## config.mk

```make
export PLATFORM = sky130hd
export DESIGN_NAME = thread_regfile_mp
export DESIGN_NICKNAME = d
export VERILOG_FILES = /design/src/rtl/thread_regfile_mp.sv
export SDC_FILE = /design/constraint.sdc
export NUM_CORES = 2
export LEC_CHECK = 0
export CAP_MARGIN = 20
export CORE_ASPECT_RATIO = 1.25
export CORE_MARGIN = 4
export CORE_UTILIZATION = 30
export CTS_CLUSTER_SIZE = 16
export DETAILED_ROUTE_END_ITERATION = 7
export PLACE_DENSITY = 0.54
export SLEW_MARGIN = 10
export SYNTH_ARGS = -nofsm -noshare
export SYNTH_HDL_FRONTEND = slang
export SYNTH_SLANG_ARGS = --single-unit
```

## constraint.sdc

```tcl
create_clock -name clk -period 83.9 [get_ports clk]
set_input_delay 12.585 -clock clk [delete_from_list [all_inputs] [get_ports clk]]
set_output_delay 12.585 -clock clk [all_outputs]
set_load 0.05 [all_outputs]
```

## src/rtl/thread_regfile_mp.sv

```systemverilog
// Multi-threaded register file: one bank per thread, NRD read ports, ALU/load writebacks, per-register busy scoreboard.
// Latency: reads are combinational; writes and busy updates land on the next rising edge, with optional same-cycle forwarding.
// Backpressure: none, every port is accepted every cycle; stalling on busy registers is the issue logic's responsibility.
//
// Ports:
//   clk, rst                          clock, asynchronous active-high reset
//   rd_tid, rd_sel, rd_data, rd_busy  shared-thread read ports (port k at [k*AW +: AW] / [k*WIDTH +: WIDTH])
//   wa_*                              ALU writeback port (wins on a same-register collision)
//   wb_*                              load/store writeback port
//   iss_*                             issue: mark destination busy
//   wr_collide                        registered flag, A and B wrote the same thread/register last cycle
module thread_regfile_mp #(
  parameter int NTHR   = 4,
  parameter int DEPTH  = 16,
  parameter int WIDTH  = 28,
  parameter int NRD    = 2,
  parameter int BYPASS = 1,
  localparam int TW    = (NTHR > 1) ? $clog2(NTHR) : 1,
  localparam int AW    = $clog2(DEPTH)
) (
  input  logic                 clk,
  input  logic                 rst,
  input  logic [TW-1:0]        rd_tid,
  input  logic [NRD*AW-1:0]    rd_sel,
  output logic [NRD*WIDTH-1:0] rd_data,
  output logic [NRD-1:0]       rd_busy,
  input  logic                 wa_en,
  input  logic [TW-1:0]        wa_tid,
  input  logic [AW-1:0]        wa_dst,
  input  logic [WIDTH-1:0]     wa_data,
  input  logic                 wb_en,
  input  logic [TW-1:0]        wb_tid,
  input  logic [AW-1:0]        wb_dst,
  input  logic [WIDTH-1:0]     wb_data,
  input  logic                 iss_en,
  input  logic [TW-1:0]        iss_tid,
  input  logic [AW-1:0]        iss_dst,
  output logic                 wr_collide
);

  localparam bit BYP = (BYPASS != 0);

  logic [WIDTH-1:0] mem  [NTHR][DEPTH];
  logic [DEPTH-1:0] busy [NTHR];

  // Register 0 is hardwired: writes and issues aimed at it are dropped here.
  logic wa_act, wb_act, iss_act, same_tgt;
  assign wa_act   = wa_en  && (wa_dst  != '0);
  assign wb_act   = wb_en  && (wb_dst  != '0);
  assign iss_act  = iss_en && (iss_dst != '0);
  assign same_tgt = wa_act && wb_act && (wa_tid == wb_tid) && (wa_dst == wb_dst);

  always_ff @(posedge clk or posedge rst) begin
    if (rst) begin
      for (int t = 0; t < NTHR; t++) begin
        busy[t] <= '0;
        for (int r = 0; r < DEPTH; r++) begin
          mem[t][r] <= '0;
        end
      end
      wr_collide <= 1'b0;
    end else begin
      // Port B is applied first so port A overrides it on a shared target.
      if (wb_act) begin
        mem[wb_tid][wb_dst]  <= wb_data;
        busy[wb_tid][wb_dst] <= 1'b0;
      end
      if (wa_act) begin
        mem[wa_tid][wa_dst]  <= wa_data;
        busy[wa_tid][wa_dst] <= 1'b0;
      end
      // Issue applied last: a new producer outranks a retiring one.
      if (iss_act) begin
        busy[iss_tid][iss_dst] <= 1'b1;
      end
      wr_collide <= same_tgt;
    end
  end

  always_comb begin
    rd_data = '0;
    rd_busy = '0;
    for (int k = 0; k < NRD; k++) begin
      logic [AW-1:0]    sel;
      logic [WIDTH-1:0] d;
      logic             b;
      sel = rd_sel[k*AW +: AW];
      d   = (sel == '0) ? '0 : mem[rd_tid][sel];
      b   = busy[rd_tid][sel];
      // Forwarding is suppressed during reset so outputs read as zero.
      if (BYP && !rst && (sel != '0)) begin
        if (wa_act && (wa_tid == rd_tid) && (wa_dst == sel)) begin
          d = wa_data;
          b = iss_act && (iss_tid == rd_tid) && (iss_dst == sel);
        end else if (wb_act && (wb_tid == rd_tid) && (wb_dst == sel)) begin
          d = wb_data;
          b = iss_act && (iss_tid == rd_tid) && (iss_dst == sel);
        end
      end
      rd_data[k*WIDTH +: WIDTH] = d;
      rd_busy[k]                = b;
    end
  end

endmodule

```

==> metrics.md <==
| Metric | Value |
|---|---|
| Die extent in y | `676.9 um` |
| Core area | `356200 um^2` |
| Worst-path clk slew | `roughly 60 ps` |
| Vias in the first global route | `85881` |
| Dpl ws | `52530 ps` |
| Sequential Power Share | `between 40 and 50%` |
| Max-Cap Viols | `0` |
| Clock network power share | `34.9%` |
| Origin of the worst setup path | `rd_tid[0]` |
| CTS buffer count | `213` |
| Fmax | `0.03175 GHz` |
| Syn-to-layout area delta | `11.01%` |
| Final hold viol count | `0` |
| Synth async-reset ratio | `100.0%` |
| Syn Std Cell Area | `approximately 110000 um^2` |
| Max incr delay on CP | `about 1100 ps` |
| CTS tree | `done` |
| Internal power component | `between 1500 and 2000 uW` |
| Seq cells post-synth | `about 1900` |
| Fillers | `about 35000` |
| Post-DRT Antenna Nets | `0` |
| Final period utilization | `37.54%` |
| Hold Buf Count CTS | `0` |
| Fin Setup TNS | `0 ps` |
| Net Count, Synth | `10375` |
| Initial antenna violation count | `roughly 50` |
| Final setup margin | `52410 ps` |
| Hold WC Path Type | `reg2reg` |
| Max clock buf depth | `4` |
| H-tree Lvls | `4` |
| Critical path cell sequence | `buf_8 > buf_4 > buf_4 > buf_4 > mux4_2 > mux2i_1 > a21oi_1 > o221ai_1 > nor3_1 > a211o_1 > clkdlybuf4s50_1` |
| Largest fanout on the critical path | `61` |
| Layout cells sized above 1 | `15.04%` |
| Total setup buffers inserted after CTS | `0` |
| Vias per inst | `6.063` |
| Yosys top cell area share | `a little over two fifths` |
| Sequential area share after synthesis | `43.18%` |
| Worst Setup Path Type | `in2out` |
| Drt initial violations | `between 10000 and 15000` |
| Avg Synthesized Cell Area | `10.44 um^2` |
| Port Buf Inserts | `147` |
| Placement Cell Area | `111800 um^2` |
| First-pass GRT wire length | `681700 um` |
| Failing checks | `design-rule violations` |
| Std cell rows | `approximately 250` |
| Aggregate global routing overflow | `0` |
| Synth top area cells | `dfrtp_1, mux2i_1, mux4_2, o21ai_0, nand2_1` |
| Via count | `87988` |
| Crit end category | `primary output` |
| Resized Gates After CTS | `0` |
| Hpwl dp | `283600 um` |
| Gr usage total | `25.92%` |
| DIE WIDTH | `543.1 um` |
| Drt drc | `9` |
| Largest net degree at the start of global routing | `171` |
| Pwr/cell area | `23.45 nW/um^2` |
| Worst VDD drop | `between 0.000015 and 0.00002 V` |
| Status | `complete, but fails checks` |
| Hold path start | `busy[0]` |
| DRT Pass-1 Iters | `8` |
| Cells after Synth | `between 10000 and 15000` |
| YS warnings | `0` |
| NetSw | `between 800 and 900 uW` |
| RSZ-0062 raised after global routing | `no` |
| GPL Wtd Cong | `0.9264` |
| Clk root buf | `clkbuf_16` |
| Slowest-stage cell, CP | `nor3_1` |
| Relative slew margins | `4.608%` |
| Final slew viol count | `0` |
| Total leakage power | `0.04724 uW` |
| Clk sinks | `1853` |
| Mean routed wirelength per cell | `33.88 um` |
| Crit path launch type | `input pin` |
| Part of the power in combinational logic | `~22%` |
| Multi-input gate area | `55870 um^2` |
| I/O pin count | `148` |
| Total Wirelength | `between 400000 and 500000 um` |
| Final setup skew | `0 ps` |
| Sequential Area | `46370 um^2` |
| Post-synth EDFFs | `0` |
| Fin nets | `9716` |
| Die area | `367600 um^2` |
| Actual slew at the worst max-slew pin | `between 1000 and 1500 ps` |
| Most Frequent Cell on Critical Path | `buf_4` |
| Clock latency on the worst-skew pair | `910 ps` |
| Primary FF master, synth | `dfrtp_1` |
| Required time worst endpoint | `71320 ps` |
| Sw Share | `a little under a third` |
| Design area | `119200 um^2` |
| CP arrival | `between 15000 and 20000 ps` |
| R2R Path Start | `mem[546]` |
| Final Critical Period | `31490 ps` |
| Distinct cells, synth | `75` |
| Post-synth top area cell | `dfrtp_1` |
| Initial core utilization | `30.14%` |
| Endpoints failing setup | `0` |
==> Yosys cell counts (all sizes together) (33+ instances only) <==
cell type and count:
mux2i 1858, dfrtp 1853, nand2 1380, o21ai 1322, clkbuf 810, nor2 682, mux4 610, buf 536
a21oi 485, a22oi 130, o22ai 113, nand3 64, a22o 49, nand2b 33
==> per-stage QoR <==
stage / power [uW] / utilization, % / hold WS, ps / std cells
after global routing: 2898 / 33.44 / 380.4 / 14482
final: 2795 / 33.46 / 370.4 / 14512
after floorplan: 1613 / - / 421.0 / 10286
after global placement: 1785 / 31.36 / 357.4 / 14086
after CTS: 2785 / 33.37 / 373.6 / 14464
after detailed placement: 1818 / 31.38 / 360.8 / 14092
==> state kept, by name, summed over array words and instances, names as in the netlist <==
register,flops
wr_collide,1
busy,64
mem,1788
==> layer usage <==
metal / wire length (um) / global-route usage (%) / up-vias / part of all wire (%)
met5: 338 / 0.2492 / - / 0.069
met4: 42420 / 18.76 / 42 / 8.6
met3: 62190 / 9.533 / 1789 / 13
met2: 204900 / 36.63 / 6472 / 42
met1: 181900 / 32.33 / 44184 / 37
li1: - / - / 35501 / -
==> layout make-up <==
| type | instances | area share [%] |
|---|---|---|
| Sequential cell | 1853 | 38.90 |
| Clock inverter | 62 | 0.7085 |
| Inverter | 5 | 0.02204 |
| Multi-Input combinational cell | 7081 | 46.87 |
| Timing Repair Buffer | 473 | 3.254 |
| Clock buffer | 310 | 5.249 |
| Tap cell | 4693 | 4.926 |
| Antenna cell | 35 | 0.07348 |
==> worst max-delay path, delay by kind of cell <==
| kind | cells | cell delay (ps) |
|---|---|---|
| compound gates | 3 | 700 |
| buf+inv | 5 | 3910 |
| simple gates | 1 | 1100 |
| mux | 2 | 470 |
==> power groups by stage <==
stage | combinational [uW] | clock [uW] | sequential, uW
after floorplan | 431 | 0 | 1180
after global placement | 584 | 0 | 1200
after detailed placement | 604 | 0 | 1210
after CTS | 603 | 981 | 1200
after global routing | 658 | 1020 | 1220
final | 616 | 974 | 1200
==> path summary, 6_finish.rpt <==
kind	endpoint	slack (ps)	cells past startpoint
worst max register to register	mem[546]	83000	2
worst max-delay path	rd_data[2]	52410	11
worst min register to register	busy[0]	370	0
worst min-delay path	busy[0]	370	0
max in group asynchronous	mem[15]	67490	7
min in group asynchronous	mem[240]	12840	2
==> placed cells by master, fill, tap and decap left out, types with 15 or more instances in the layout <==
master	netlist	routed
buf_2	246	58
o22ai_1	113	113
nand2b_1	33	15
o221ai_1	24	24
nor2_1	681	588
clkbuf_8	10	52
nand2b_2	0	18
clkdlybuf4s50_1	0	81
xnor2_1	26	26
nor2b_1	28	23
dfrtp_1	1853	1853
clkbuf_1	796	43
a32o_1	16	16
mux4_2	554	554
o21ai_0	1305	1303
buf_4	76	309
mux4_1	56	56
clkinv_2	0	31
mux2i_1	1858	1858
nor2_4	0	93
diode_2	0	35
a22oi_1	130	130
nor3_1	31	30
a21oi_1	484	484
bufinv_16	0	18
a22o_1	49	49
nand3_1	64	48
nand2_1	1379	1377
mux2_2	32	32
o21ai_1	16	15
clkbuf_16	0	215
==> kinds of logic (layout without fill, tap and decap cells) <==
kind of cell | Yosys count | after routing | share of synthesized area (%)
other cells | 0 | 35 | 0
simple gates | 2274 | 2274 | 8.362
xor+xnor | 36 | 36 | 0.2936
compound gates | 2271 | 2271 | 11.77
flops | 1853 | 1853 | 43.18
mux | 2500 | 2500 | 30.65
buf+inv | 1352 | 850 | 5.739
No activity file was read; power rests on OpenSTA's default activity.
